### src/rtl/if_fetch_ctrl.sv
// Fetch-stage sequencer: drives PC/nPC/IF-ID load enables, the nPC source select
// and the IF/ID NOP insert, with post-reset boot delay, sticky halt and fetch counter.
module if_fetch_ctrl #(
  parameter int unsigned BOOT_CYCLES = 2,
  parameter int unsigned CNT_W       = 16
) (
  input  logic             clk,
  input  logic             R,
  input  logic             stall_req,
  input  logic             jmpl_req,
  input  logic             branch_taken,
  input  logic             annul_ds,
  input  logic             halt_req,
  output logic             pc_le,
  output logic             npc_le,
  output logic             ifid_le,
  output logic             ch_clear,
  output logic [1:0]       npc_sel,
  output logic [CNT_W-1:0] fetch_count,
  output logic [1:0]       ctrl_state
);

  typedef enum logic [1:0] {
    S_BOOT  = 2'b00,
    S_RUN   = 2'b01,
    S_STALL = 2'b10,
    S_HALT  = 2'b11
  } state_t;

  localparam int unsigned BW = (BOOT_CYCLES > 1) ? $clog2(BOOT_CYCLES) : 1;
  // BOOT_CYCLES of 0 and 1 both leave BOOT on the first edge after release.
  localparam logic [BW-1:0] BOOT_LAST = (BOOT_CYCLES > 0) ? BW'(BOOT_CYCLES - 1) : '0;

  state_t           r_state;
  state_t           w_next;
  logic [BW-1:0]    r_boot_cnt;
  logic [CNT_W-1:0] r_fetch_count;
  logic             w_fetch;

  always_comb begin
    pc_le    = 1'b0;
    npc_le   = 1'b0;
    ifid_le  = 1'b0;
    ch_clear = 1'b1;
    npc_sel  = 2'b00;
    w_next   = r_state;
    case (r_state)
      S_BOOT: begin
        if (r_boot_cnt == BOOT_LAST) w_next = S_RUN;
      end
      // STALL only differs from RUN by its debug encoding; requests are serviced identically.
      S_RUN, S_STALL: begin
        if (halt_req) begin
          w_next = S_HALT;
        end else if (stall_req) begin
          ch_clear = 1'b0;
          w_next   = S_STALL;
        end else begin
          pc_le    = 1'b1;
          npc_le   = 1'b1;
          ifid_le  = 1'b1;
          ch_clear = annul_ds;
          if (jmpl_req)          npc_sel = 2'b01;
          else if (branch_taken) npc_sel = 2'b10;
          w_next = S_RUN;
        end
      end
      S_HALT: begin
        w_next = S_HALT;
      end
    endcase
  end

  assign w_fetch = ifid_le & ~ch_clear;

  always_ff @(posedge clk or negedge R) begin
    if (!R) begin
      r_state       <= S_BOOT;
      r_boot_cnt    <= '0;
      r_fetch_count <= '0;
    end else begin
      r_state <= w_next;
      if (r_state == S_BOOT && r_boot_cnt != BOOT_LAST)
        r_boot_cnt <= r_boot_cnt + BW'(1);
      if (w_fetch && r_fetch_count != '1)
        r_fetch_count <= r_fetch_count + CNT_W'(1);
    end
  end

  assign fetch_count = r_fetch_count;
  assign ctrl_state  = r_state;

endmodule

### config.mk
export PLATFORM = sky130hd
export DESIGN_NAME = if_fetch_ctrl
export DESIGN_NICKNAME = d
export VERILOG_FILES = /design/src/rtl/if_fetch_ctrl.sv
export SDC_FILE = /design/constraint.sdc
export NUM_CORES = 1
export LEC_CHECK = 0
export BUFFER_PORTS_ARGS = -buffer_cell sky130_fd_sc_hd__buf_4
export CAP_MARGIN = 20
export CORE_MARGIN = 5
export CORE_UTILIZATION = 49
export DETAILED_ROUTE_END_ITERATION = 10
export PLACE_DENSITY = 0.81
export SETUP_SLACK_MARGIN = 0.05
export SYNTH_ARGS = -nofsm -noshare
export SYNTH_HDL_FRONTEND = slang
export SYNTH_SLANG_ARGS = --single-unit
### constraint.sdc
create_clock -name clk -period 2.85 [get_ports clk]
set_clock_uncertainty 0.2 [all_clocks]
set_input_delay 0 -clock clk [delete_from_list [all_inputs] [get_ports clk]]
set_output_delay 0 -clock clk [all_outputs]
set_load 0.005 [all_outputs]
==> flow_summary_export.csv <==
group,metric,value,unit
yosys,ys_warn_count,0,
die,dieArea,0.00308,mm²
power_and_ir_drop,intPower,0.334,mW
clock_tree,clk_pin_slew,0.10,ns
route,wirelength,2.41,mm
min_path,min_from,"branch_taken",
worst_setup_path,start_kind,"flip-flop",
final_layout,drive_above_1_share,34.1,%
power_and_ir_drop,swShare,21.5,%
sta,finalCritPeriodShare,92.8,%
placed_design,dp_cells,155,
sta,rsz0062_at_grt,"no",
worst_setup_path,worst-setup-path-type,"reg -> reg",
final_layout,layout.nets,150,
clock_tree,clk_latency,0.30,ns
yosys,synth_cell_types,30,
worst_setup_path,reg2reg_slack,0.21,ns
placed_design,gp_congestion,0.771,
die,io_pins,31,
route,wl_per_cell,14.6,µm
sta,setup_tns,0,ns
yosys,avgSynthCellArea,10.0,µm²
sta,worst_pin_slew,0.858,ns
die,core,0.00196,mm²
final_layout,layout.cells.non_filler,165,
min_path,hp-class,"in -> out",
placed_design,dp_hpwl,1.72,mm
route,ant_nets,0,
die,rows,16,
global_routing,grt_pass1_wl,4.07,mm
power_and_ir_drop,power.leakage,0.719,nW
yosys,ys_seq_area_share,46.9,%
global_routing,antenna_found_initial,0,
worst_setup_path,crit_arrival,2.67,ns
final_layout,diodes,0,
worst_setup_path,worst_r2r_path_depth,6,
global_routing,grt_overflow_total,0,
power_and_ir_drop,irDropWorstVdd,0.000254,V
placed_design,dpl_cell_area,0.00126,mm²
global_routing,grt_max_degree,20,
die,dieWidth,55.5,µm
route,vias,941,
yosys,syn_inst,101,
min_path,hold_depth,3,
route,drc_errors,0,
final_layout,area_growth_syn_to_layout,36.1,%
power_and_ir_drop,pwr-share-seq,63.3,%
clock_tree,htree_levels,1,
yosys,yosys_register_bits,19,
clock_tree,clkSinkCount,19,
worst_setup_path,critPathRequiredTime,2.88,ns
die,start_util,51.7,%
clock_tree,post_cts_buffers,0,
power_and_ir_drop,switchingPower,0.0914,mW
yosys,synth_nets,112,
clock_tree,cts-root-buf,"clkbuf_4",
power_and_ir_drop,powerDensity,308,mW/mm²
global_routing,grt_usage,16.6,%
worst_setup_path,r2r_end,"fetch_count[15]$_DFFE_PN0P_",
clock_tree,cts_buffers,3,
worst_setup_path,crit_path_end_kind,"flip-flop",
power_and_ir_drop,pwr-share-comb,4.6,%
sta,setup_viol,0,
route,drt-pass1-iter-count,4,
power_and_ir_drop,clkPwrFrac,32.1,%
global_routing,grt_pass1_vias,955,
sta,timing.slew.headroom,42.6,%
route,first_iter_violations,13,
final_layout,final_cell_area,0.00138,mm²
worst_setup_path,worstReg2RegStart,"ctrl_state[1]$_DFFE_PN0N_",
run,maxCapViolations,0,
clock_tree,cts_tree,"built",
die,die_y,55.5,µm
yosys,syn_area,0.00101,mm²
outcome,outcome,"finished, final reports clean",
sta,max_freq,0.378,GHz
worst_setup_path,worstPathMaxFanout,7,
sta,fin_crit,2.64,ns
sta,hold_viol,0,
route,vias_per_cell,5.70,
clock_tree,cts_buffer_depth,2,
min_path,min_to,"npc_sel[1]",
sta,finalMaxSlewViolations,0,
placed_design,numPortBuffers,30,
## how the worst max path moves through the flow
stage | start | endpoint | slack (ns) | depth (start not counted)
2_1_floorplan | ctrl_state[0]$_DFFE_PN0N_ | fetch_count[9]$_DFFE_PN0P_ | 0.22 | 8
3_3_place_gp | ctrl_state[0]$_DFFE_PN0N_ | fetch_count[15]$_DFFE_PN0P_ | 0.20 | 6
4_1_cts | ctrl_state[0]$_DFFE_PN0N_ | fetch_count[9]$_DFFE_PN0P_ | 0.05 | 6
5_1_grt | ctrl_state[0]$_DFFE_PN0N_ | fetch_count[9]$_DFFE_PN0P_ | 0.09 | 6
6_report | ctrl_state[1]$_DFFE_PN0N_ | fetch_count[15]$_DFFE_PN0P_ | 0.21 | 6
3_5_place_dp | ctrl_state[0]$_DFFE_PN0N_ | fetch_count[9]$_DFFE_PN0P_ | 0.07 | 6
## synthesized netlist by cell type, drive strengths merged
library cell	number	area share (%)
o22ai	1	0.62
dfrtp	19	47
or4b	1	0.99
nand2b	2	1.2
ha	4	4.9
inv	7	2.6
and3	1	0.62
a31oi	1	0.62
nor2	8	3.0
nor4	6	4.3
nand4	5	3.1
and4	1	0.86
mux2	2	2.2
a21oi	1	0.49
nand2	5	1.8
o21ai	3	1.5
or3	2	1.5
nand3	3	1.5
or2	1	0.62
or4	1	0.74
xor2	12	10
and2	1	0.62
nor3	5	2.5
xnor2	1	0.86
nor3b	2	1.5
buf	4	2.5
a211o	1	0.86
and3b	1	0.86
## repair_timing
item | in CTS | in global routing
endpoints found under the hold margin | 21 | 4
endpoints found under the setup margin | 0 | 6
hold buffers | 5 | 1
gates resized for setup | 0 | 7
## state kept, by name, indices dropped and copies added, names as in the netlist
name	flops
r_boot_cnt	1
fetch_count	16
ctrl_state	2
## logic make-up (layout without fill, tap and decap cells)
| family | after synthesis | count (layout) | share of synthesized area, % |
|---|---|---|---|
| and+or+nand+nor | 45 | 45 | 25.6 |
| DFF | 19 | 19 | 46.9 |
| xor gates and xnor gates | 13 | 13 | 11.2 |
| buffers and inverters | 11 | 48 | 5.06 |
| AOI/OAI and AO/OA | 7 | 7 | 4.07 |
| adders and majority gates | 4 | 4 | 4.93 |
| muxes | 2 | 2 | 2.22 |
## power groups by stage
stage | Clock (mW) | Sequential (mW) | Combinational [mW]
final | 0.136 | 0.269 | 0.0198
after global routing | 0.155 | 0.270 | 0.0227
after floorplan | 0 | 0.275 | 0.00137
after CTS | 0.141 | 0.269 | 0.0185
after global placement | 0 | 0.275 | 0.0138
after detailed placement | 0 | 0.275 | 0.0143
## placed cells by master, fill, tap and decap left out, types with 2 or more instances in the layout
master         instances
nand2_1                5
nand3_1                3
dfrtp_1               19
ha_1                   4
buf_4                 31
xor2_1                12
clkbuf_4               3
nor3b_1                2
or3_2                  2
nand4_1                5
inv_1                  7
nand2b_1               2
mux2_2                 2
nor3_1                 5
nor4_2                 6
dlygate4sd3_1          6
o21ai_0                3
nor2_1                 8
## critical path: stages (launching register included)
cell	delay, ns
dfrtp_1	0.39
inv_1	0.08
ha_1	0.34
or4b_4	0.52
or4_4	0.57
nor4_2	0.30
xor2_1	0.17
## layer usage
metal / vias to the layer above / part of all wire, % / GRT usage (%)
li1: 426 / - / -
met1: 466 / 39 / 18.8
met2: 38 / 52 / 28.2
met3: 11 / 5.2 / 2.80
met4: 0 / 3.9 / 11.1
met5: - / 0 / 0
## stage by stage
stage / hold WS (ns) / total power [mW] / utilization [%] / setup WS, ns
after floorplan: -0.496 / 0.276 / - / 0.221
after global placement: -0.316 / 0.289 / 64.0 / 0.203
after detailed placement: -0.312 / 0.289 / 64.0 / 0.0682
after CTS: 0.0114 / 0.429 / 67.9 / 0.0531
after global routing: 0.121 / 0.447 / 70.4 / 0.0878
final: 0.111 / 0.426 / 70.4 / 0.206
## area by class of cell
cell class              count  area [µm²]
repair buffers             37         293
flip-flops and latches     19         475
inverters                   7        26.3
well taps                  27        33.8
fillers                   159         581
multi-input cells          71         527
clock buffers               4        26.3
(Power assumes the default switching activity.)
